$ cat src/rtl/mode_select.sv
// Two-button mode selector: synchronise, debounce and auto-repeat next/prev buttons,
// then step a registered mode index with wrap/saturate, enable gate and direct load.
module mode_select #(
    parameter int NUM_MODES       = 4,
    parameter int MODE_W          = $clog2(NUM_MODES),
    parameter int RESET_MODE      = 0,
    parameter int DEBOUNCE_CYCLES = 250000,
    parameter int REPEAT_DELAY    = 0,
    parameter int REPEAT_PERIOD   = 25000000,
    parameter int WRAP            = 1
) (
    input  logic              clk,
    input  logic              rst,
    input  logic              ena,
    input  logic              btn_next,
    input  logic              btn_prev,
    input  logic              load,
    input  logic [MODE_W-1:0] load_value,
    output logic [MODE_W-1:0] mode_out,
    output logic              mode_changed
);

    localparam int DB_W   = $clog2(DEBOUNCE_CYCLES + 1);
    localparam int HOLD_W = $clog2(REPEAT_DELAY + REPEAT_PERIOD + 1);

    localparam logic [DB_W-1:0]   DB_LAST   = DB_W'(DEBOUNCE_CYCLES - 1);
    localparam logic [DB_W-1:0]   DB_ONE    = DB_W'(1);
    localparam logic [HOLD_W-1:0] HOLD_ONE  = HOLD_W'(1);
    localparam logic [HOLD_W-1:0] RD_V      = HOLD_W'(REPEAT_DELAY);
    localparam logic [HOLD_W-1:0] HOLD_TOP  = HOLD_W'(REPEAT_DELAY + REPEAT_PERIOD - 1);
    localparam logic [MODE_W-1:0] LAST_MODE = MODE_W'(NUM_MODES - 1);
    localparam logic [MODE_W-1:0] RST_MODE  = MODE_W'(RESET_MODE);
    localparam logic [MODE_W-1:0] MODE_ONE  = MODE_W'(1);
    localparam logic [MODE_W:0]   NM_EXT    = (MODE_W + 1)'(NUM_MODES);
    localparam bit                REPEAT_ON = (REPEAT_DELAY > 0);

    // Index 0 is the next button, index 1 the prev button.
    logic [1:0]        raw_s;
    logic [1:0]        sync1_r;
    logic [1:0]        sync2_r;
    logic [1:0]        deb_r;
    logic [1:0]        deb_d_r;
    logic [1:0]        armed_r;
    logic [1:0]        valid_r;
    logic [DB_W-1:0]   db_cnt_r   [2];
    logic [HOLD_W-1:0] hold_cnt_r [2];
    logic [1:0]        event_s;
    logic              both_held_s;
    logic [MODE_W-1:0] mode_r;
    logic [MODE_W-1:0] mode_nx_s;
    logic              changed_r;

    assign raw_s        = {btn_prev, btn_next};
    assign both_held_s  = deb_r[0] & deb_r[1];
    assign mode_out     = mode_r;
    assign mode_changed = changed_r;

    // Synchroniser, debounce, arming and hold counters for both buttons.
    always_ff @(posedge clk) begin
        if (rst) begin
            sync1_r <= 2'b00;
            sync2_r <= 2'b00;
            deb_r   <= 2'b00;
            deb_d_r <= 2'b00;
            armed_r <= 2'b00;
            valid_r <= 2'b00;
            for (int i = 0; i < 2; i++) begin
                db_cnt_r[i]   <= '0;
                hold_cnt_r[i] <= '0;
            end
        end else begin
            sync1_r <= raw_s;
            sync2_r <= sync1_r;
            deb_d_r <= deb_r;
            valid_r <= {valid_r[0], 1'b1};
            for (int i = 0; i < 2; i++) begin
                if (sync2_r[i] != deb_r[i]) begin
                    if (db_cnt_r[i] == DB_LAST) begin
                        deb_r[i]    <= sync2_r[i];
                        db_cnt_r[i] <= '0;
                    end else begin
                        db_cnt_r[i] <= db_cnt_r[i] + DB_ONE;
                    end
                end else begin
                    db_cnt_r[i] <= '0;
                end
                // A button held through reset must be seen released before it may step.
                if (valid_r[1] && !deb_r[i] && !sync2_r[i]) begin
                    armed_r[i] <= 1'b1;
                end
                if (!deb_r[i] || !ena || both_held_s) begin
                    hold_cnt_r[i] <= '0;
                end else if (hold_cnt_r[i] == HOLD_TOP) begin
                    hold_cnt_r[i] <= RD_V;
                end else begin
                    hold_cnt_r[i] <= hold_cnt_r[i] + HOLD_ONE;
                end
            end
        end
    end

    // Press (debounced rising edge) or auto-repeat event per button.
    always_comb begin
        event_s = 2'b00;
        for (int i = 0; i < 2; i++) begin
            if (armed_r[i] && deb_r[i] && !deb_d_r[i]) begin
                event_s[i] = 1'b1;
            end else if (REPEAT_ON && armed_r[i] && deb_r[i] && hold_cnt_r[i] == RD_V) begin
                event_s[i] = 1'b1;
            end else begin
                event_s[i] = 1'b0;
            end
        end
    end

    // Next-mode selection in priority order: load, enable, conflict, next, prev.
    always_comb begin
        mode_nx_s = mode_r;
        if (load) begin
            if ({1'b0, load_value} >= NM_EXT) begin
                mode_nx_s = LAST_MODE;
            end else begin
                mode_nx_s = load_value;
            end
        end else if (!ena) begin
            mode_nx_s = mode_r;
        end else if ((event_s[0] && event_s[1]) || both_held_s) begin
            mode_nx_s = mode_r;
        end else if (event_s[0]) begin
            if (mode_r == LAST_MODE) begin
                mode_nx_s = (WRAP != 0) ? '0 : mode_r;
            end else begin
                mode_nx_s = mode_r + MODE_ONE;
            end
        end else if (event_s[1]) begin
            if (mode_r == '0) begin
                mode_nx_s = (WRAP != 0) ? LAST_MODE : mode_r;
            end else begin
                mode_nx_s = mode_r - MODE_ONE;
            end
        end else begin
            mode_nx_s = mode_r;
        end
    end

    // Mode register and its change pulse.
    always_ff @(posedge clk) begin
        if (rst) begin
            mode_r    <= RST_MODE;
            changed_r <= 1'b0;
        end else begin
            mode_r    <= mode_nx_s;
            changed_r <= (mode_nx_s != mode_r);
        end
    end

endmodule

$ cat config.mk
export PLATFORM = sky130hd
export DESIGN_NAME = mode_select
export DESIGN_NICKNAME = d
export VERILOG_FILES = /design/src/rtl/mode_select.sv
export SDC_FILE = /design/constraint.sdc
export NUM_CORES = 1
export LEC_CHECK = 0
export BUFFER_PORTS_ARGS = -buffer_cell sky130_fd_sc_hd__buf_2
export CELL_PAD_IN_SITES_DETAIL_PLACEMENT = 1
export CELL_PAD_IN_SITES_GLOBAL_PLACEMENT = 2
export CORE_ASPECT_RATIO = 1.1
export CORE_MARGIN = 2
export CORE_UTILIZATION = 43
export DETAILED_ROUTE_END_ITERATION = 10
export PLACE_DENSITY = 0.91
export SYNTH_ARGS = -nofsm -noshare
export SYNTH_HDL_FRONTEND = slang
export SYNTH_SLANG_ARGS = --single-unit
$ cat constraint.sdc
create_clock -name clk -period 3.2 [get_ports clk]
set_input_delay 0.64 -clock clk [delete_from_list [all_inputs] [get_ports clk]]
set_output_delay 0.64 -clock clk [all_outputs]
set_load 0.1 [all_outputs]
==> Yosys cells after proc, flatten, opt, wreduce, memory -nomap -nowiden <==
Memories as Yosys holds them, arrays and structs flattened.
Cells that the tools add are included.
{ "word_totals": {"regBits": 15, "ram_bits": 36, "in_bits": 8, "output_inout_bits": 3, "wordCells": 88, "n_memories": 1} }
{ "classes": {"add_sub_neg": 4, "n_eq_ne": 6, "n_mux": 40, "bitwise_logic": 7, "n_reduce_logical": 19} }
{ "memory_table": {"columns": ["memory", "depth", "word_bits", "rd", "rd_clocked_by_memory_dff", "wr", "line", "rtl"], "rows": [
  ["db_cnt_r", 2, 18, 2, 0, 2, "45", "logic [DB_W-1:0] db_cnt_r [2];"]
]} }
{ "ops": {"columns": ["operator", "n"], "rows": [
  ["two-way mux 18 bit", 6],
  ["adder 18 x 1 -> 18 bit (second input constant)", 2],
  ["equality test 18 bit (second input constant)", 2],
  ["two-way mux 1 bit", 27],
  ["two-way mux 2 bit", 7],
  ["logical AND 1 bit", 9],
  ["logical NOT 1 bit", 6],
  ["bitwise OR 1 bit", 6],
  ["AND reduction 2 bit", 2],
  ["adder 2 x 1 -> 2 bit (second input constant)", 1],
  ["equality test 2 bit (second input constant)", 1],
  ["logical NOT 2 bit", 1],
  ["!= test 1 bit", 2],
  ["!= test 2 bit", 1],
  ["subtractor 2 x 1 -> 2 bit (second input constant)", 1],
  ["bitwise AND 1 bit", 1],
  ["logical OR 1 bit", 1]
]} }

==> Logic depth before layout (Yosys ltp) <==
Gate-level depths: netlist (run 1).
{ "depth": {"ltp_word": 9, "ltp_mapped": 8, "mapped_depth_nobuf": 7} }

==> Least setup slack after synthesis (run 1) <==
OpenSTA, ideal clock, no wires.
{ "synth_timing": {"path_kind": "register to register", "from": "register mode_r[1] (netlist: mode_out[1])", "to": "register changed_r (netlist: mode_changed)", "setup_time_ns": 0.133, "arrival_ns": 2.268, "t_required_ns": 3.067, "setup_slack_ns": 0.800, "stages_incl_launch_ff": 8, "n_path_buf": 0, "synth_period_minus_slack_ns": 2.400, "path_cell_list": "dfxtp_1 -> inv_1 -> ha_1 -> nor2_1 -> a22o_1 -> a311oi_2 -> or3_1 -> a31oi_1"} }
{ "synth_between": {"elab_chain_cells": 8, "elab_cells_between_ends": 12, "classes_between": "2 x add/sub; 2 x eq/ne; 7 x mux; 1 x reduce/logical"} }
{ "synth_rtl": {"columns": ["element", "line", "rtl"], "rows": [
  ["start, declared", "49", "logic [MODE_W-1:0] mode_r;"],
  ["start signal, assigned", "152", "mode_r <= mode_nx_s;"],
  ["subtractor 2 x 1 -> 2 bit or logical NOT 2 bit (tied branches)", "139, 136", null],
  ["two-way mux 2 bit", "136", "if (mode_r == '0) begin"],
  ["two-way mux 2 bit", "135", "end else if (event_s[1]) begin"],
  ["two-way mux 2 bit", "129", "end else if (event_s[0]) begin"],
  ["two-way mux 2 bit", "127", "end else if ((event_s[0] && event_s[1]) || both_held_s) begin"],
  ["two-way mux 2 bit", "125", "end else if (!ena) begin"],
  ["two-way mux 2 bit", "119", "if (load) begin"],
  ["!= test 2 bit *", "153", "changed_r <= (mode_nx_s != mode_r);"],
  ["end signal, assigned", "153", null],
  ["end, declared", "51", "logic changed_r;"]
]} }
Every way passes the cells marked *; elsewhere a longest branch is shown, timed or not.
A chain may end at the register's enable or synchronous reset.

==> impl_metrics.ini, run 1 <==
[status]
status = finished, final reports clean

[timing]
hold_ws_ns = 0.439
relSlewSlack_pct = 57.9
slew_violations = 0
hold_viol = 0
min_period_ns = 2.26
fin_skew_ns = 0.0141
fmax_ghz = 0.442
fin_crit_sh_pct = 70.7
tns_ns = 0
worstMarginPinSlew_ns = 0.632
setup_viol = 0
rsz0062_at_grt = no

[synthesis]
ys.warnings.count = 0
synth_top_area_share_pct = 41.7
ys_seq_area_share_pct = 53.3
ys_ff_latch = 51
syn_area_mm2 = 0.00259
synth.distinct_cells = 42
synth_cells = 253
avgSynthCellArea_um2 = 10.2
synth_area_leader_cell = edfxtp_1
synth-edff-count = 36
synthTopCellsByArea = edfxtp_1, dfxtp_1, nor2_1
async_reset_ff_share_pct = 0
synth-main-ff-cell = edfxtp_1

[floorplan]
io_pins = 11
row_count = 29
initial_core_util_pct = 44.6
die_w_um = 78.0
dieArea_mm2 = 0.00666
die_height_um = 85.4
core_area_mm2 = 0.00581

[route]
vias = 1812
wl_per_cell_um = 12.3
via_per_inst = 4.79
wl_um = 4630
dr.first_iter.drc_count = 40
drtPass1Iterations = 4
ant_nets = 0
drc_errors = 0

[finish]
final_cells = 378
final_cell_mix = nor2_1, edfxtp_1, conb_1
nNetsFinal = 312
drive_gt1_share_pct = 7.64
area_growth_pct = 13.5
layout.cells.most_common = nor2_1
diodes = 0
fin_area_mm2 = 0.00294

[global_routing]
grt_antenna_before_repair = 0
grtUsageTotal_pct = 15.7
grt_pass1_wl_um = 8310
gr-total-overflow = 0
grt_pass1_vias = 1887
grt_max_degree = 18

[critical_path]
crit_type = flip-flop to flip-flop
required_ns = 3.23
worstSetupStartpointType = flip-flop
cp-end-kind = flip-flop
cp.arrival_ns = 2.30
cp_max_fo = 17

[clock_tree]
post_cts_resized = 0
clk_latency_ns = 0.31
clockRootBuffer = clkbuf_8
clk_pin_slew_worst_paths_ns = 0.09
cts_setup_buffers = 0
cts_buffer_depth = 2
postCtsHoldBufs = 0
cts_buffers = 5
h-tree-depth = 2
cts_sinks = 51
cts_tree = done

[run]
drv_cap = 0

[power]
power.internal_uw = 1000
sequentialPowerShare_pct = 58.1
swShare_pct = 23.4
p_sw_uw = 306
combPwrFrac_pct = 7.5
p_total_uw = 1310
power.share.clock_pct = 34.4
p_leak_uw = 0.00110
ir_worst_vdd_mv = 0.245
power_density_mw_per_mm2 = 444

[placed_design]
hpwl_um = 3490
dp.cells = 370
io_buffers = 10
dpl_cell_area_mm2 = 0.00283
gp_congestion = 0.738

[hold_path]
hp-class = flip-flop to flip-flop
worst max-delay path: stages, from the launching register on:
cell and delay, ns:
edfxtp_1 0.39, ha_1 0.19, and2_1 0.18, nand2_1 0.13
nor4_2 0.40, or2_1 0.57, nor2_1 0.12
cell type report:
cell class	count	area, um^2
inverters	13	48.8
clock buffers	5	68.8
repair buffers	10	50.0
multi-input cells	219	1250
flip-flops and latches	51	1380
well taps	77	96.3
fillers	690	2860
clock inverters	3	42.5
flip-flops by register name, summed over array words and instances, names as in the netlist:
name	flops
armed_r	2
db_cnt_r	36
deb_d_r	2
deb_r	2
mode_changed	1
mode_out	2
sync1_r	2
sync2_r	2
valid_r	2
cell usage after synthesis (all sizes together), types with 2 or more instances:
cell / number
a21oi: 4
and2: 2
and3: 5
and4: 2
buf: 4
dfxtp: 15
edfxtp: 36
ha: 4
inv: 13
mux2i: 2
nand2: 13
nand3: 12
nand3b: 3
nand4: 6
nor2: 58
nor2b: 7
nor3: 7
nor4: 4
o21ai: 4
or2: 2
or3: 2
xnor2: 23
xor2: 11
stage by stage:
stage	setup WS, ns	util [%]
CTS	0.886	50.7
global placement	0.977	48.8
detailed placement	0.923	48.8
global route	0.668	50.7
finish	0.936	50.7
floorplan	0.800	-
power groups by stage:
stage,Clock (uW),Sequential (uW),Combinational (uW)
6_report,450,759,97.6
5_1_grt,490,763,111
3_3_place_gp,0,773,95.3
3_5_place_dp,0,774,97.0
4_1_cts,471,759,97.8
2_1_floorplan,0,788,59.9
layer usage:
layer	track usage [%]	part of all wire [%]
met1	18.2	44
met3	3.51	2.3
met4	5.26	1.2
met5	0	0
met2	28.7	53
worst paths after layout:
| kind | from | endpoint | slack, ns | cells after the start |
|---|---|---|---|---|
| setup / recovery | db_cnt_r[0][0] | db_cnt_r[0][4] | 0.94 | 6 |
| hold / removal | sync1_r[0] | sync2_r[0] | 0.44 | 1 |
| setup reg to reg | db_cnt_r[0][0] | db_cnt_r[0][4] | 0.94 | 6 |
| hold reg to reg | sync1_r[0] | sync2_r[0] | 0.44 | 1 |
cells by family (layout without fill, tap and decap cells):
kind of cell             Yosys count  in the layout  synth area share (%)
adder cells (fa/ha/maj)            4              4                  1.93
XOR/XNOR                          34             34                  11.5
buffers and inverters             18             31                  3.38
multiplexers                       3              3                  1.21
AO/OA/AOI/OAI                     18             18                  5.02
AND/OR/NAND/NOR                  124            124                  23.5
flip-flops                        51             51                  53.3
other                              1             36                 0.145
(Power assumes the default switching activity.)
==> run 2, diff against run 1 <==
--- a/config.mk
+++ b/config.mk
@@ -10,9 +10,9 @@
 export CELL_PAD_IN_SITES_GLOBAL_PLACEMENT = 2
 export CORE_ASPECT_RATIO = 1.1
 export CORE_MARGIN = 2
-export CORE_UTILIZATION = 43
+export CORE_UTILIZATION = 40
 export DETAILED_ROUTE_END_ITERATION = 10
-export PLACE_DENSITY = 0.91
+export PLACE_DENSITY = 0.86
 export SYNTH_ARGS = -nofsm -noshare
 export SYNTH_HDL_FRONTEND = slang
 export SYNTH_SLANG_ARGS = --single-unit
==> constraint.sdc (replaced) <==
create_clock -name clk -period 2.1 [get_ports clk]
set_input_delay 0.42 -clock clk [delete_from_list [all_inputs] [get_ports clk]]
set_output_delay 0.42 -clock clk [all_outputs]
set_load 0.1 [all_outputs]
==> impl_metrics.ini, run 2 (synthesized netlist as in run 1, its figures left out) <==
[finish]
largest_reg_flops = 36
diodes = 0
final_cell_mix = nor2_1, edfxtp_1, conb_1
layout.cells.most_common = nor2_1
fin_util_pct = 48.3
regMostFlops = db_cnt_r
area_growth_pct = 16.2
n_fill_cell = 755
drive_gt1_share_pct = 10.1
nNetsFinal = 317

[critical_path]
reg2reg_slack_ns = 0.21
r2r-start = db_cnt_r[0][0]
cp_max_fo = 10
crit_type = flip-flop to flip-flop
cp.arrival_ns = 1.95
worstSetupStartpointType = flip-flop
cp-startpoint = db_cnt_r[0][0]
cp-end-kind = flip-flop
required_ns = 2.17

[timing]
min_period_ns = 1.89
setup_viol = 0
rsz0062_at_grt = no
tns_ns = 0
fmax_ghz = 0.530
hold_viol = 0
slew_violations = 0
fin_skew_ns = 0.0157
fin_crit_sh_pct = 89.8
hold_ws_ns = 0.324

[floorplan]
initial_core_util_pct = 41.6
core_area_mm2 = 0.00623
die_height_um = 88.4
dieArea_mm2 = 0.00714
row_count = 30
die_w_um = 80.7
io_pins = 11

[power]
swShare_pct = 24.2
combPwrFrac_pct = 7.7
p_sw_uw = 491
p_leak_uw = 0.00114
ir_worst_vdd_mv = 0.518
sequentialPowerShare_pct = 57.1
power.share.clock_pct = 35.1
power_density_mw_per_mm2 = 673
power.internal_uw = 1530

[clock_tree]
cts_buffer_depth = 2
cts_tree = done
postCtsHoldBufs = 0
clockRootBuffer = clkbuf_8
cts_sinks = 51
h-tree-depth = 2
cts_buffers = 5
clk_pin_slew_worst_paths_ns = 0.11
clk_latency_ns = 0.31

[route]
ant_nets = 0
dr.first_iter.drc_count = 16
drc_errors = 0
wl_um = 4910
wl_per_cell_um = 12.7
drtPass1Iterations = 4
via_per_inst = 4.66
vias = 1799

[hold_path]
hp-start = rst
hp-class = input pin to flip-flop

[global_routing]
grt_pass1_vias = 1879
grt_max_degree = 18
use_met3_pct = 3.16
gr-total-overflow = 0
grt_pass1_wl_um = 8690
grtUsageTotal_pct = 15.8
met2_usage_pct = 27.7
grt_antenna_before_repair = 0
gr-max-usage-layer = met2
met1_usage_pct = 19.5

[placed_design]
gp_congestion = 0.837
hpwl_um = 3690
io_buffers = 10

[run]
drv_cap = 0

[status]
status = finished, final reports clean
run 2: worst paths after layout:
check	cells past startpoint	to
setup reg to reg	7	db_cnt_r[0][16]
hold / removal	2	valid_r[0]
hold reg to reg	1	sync2_r[1]
setup / recovery	7	db_cnt_r[0][16]
run 2: cell type report:
| class | count | area (um^2) | share of cell area [%] |
|---|---|---|---|
| tap | 80 | 100 | 3.32 |
| clock inverter | 3 | 47.5 | 1.58 |
| clock buffer | 5 | 68.8 | 2.29 |
| multi-input combinational | 219 | 1260 | 41.9 |
| inverter | 13 | 48.8 | 1.62 |
| sequential | 51 | 1380 | 45.9 |
| timing repair buffer | 15 | 100 | 3.32 |
run 2: repair_timing:
item / 4_1_cts / 5_1_grt
resized for setup: 0 / 1
setup buffers: 0 / 0
setup endpoints to repair: 0 / 5
run 2: power groups by stage:
stage                     Combinational, uW  Sequential (uW)  Clock (uW)
final                                   157             1160         712
after global routing                    177             1160         772
after floorplan                        91.2             1200           0
after detailed placement                154             1180           0
after CTS                               156             1160         738
after global placement                  152             1180           0
run 2: per-stage QoR:
stage	worst slack, ns	total power [uW]	std cells	instance area, um^2
2_1_floorplan	0.0813	1290	288	2730
3_3_place_gp	0.232	1330	378	2890
3_5_place_dp	0.167	1340	378	2890
4_1_cts	0.139	2050	386	3000
5_1_grt	0.0398	2110	386	3010
6_report	0.214	2030	386	3010
run 2: worst max-delay path, cell delays in order (launching register included):
cell,delay (ns)
edfxtp_1,0.39
ha_1,0.19
and2_1,0.17
nand2_1,0.15
nor4_4,0.33
or2_1,0.17
buf_4,0.17
nor2_1,0.06
run 2: metal layers:
layer,up-vias,wire length (um)
li1,937,-
met1,846,2320
met2,12,2460
met3,4,84
met4,0,48
met5,-,0
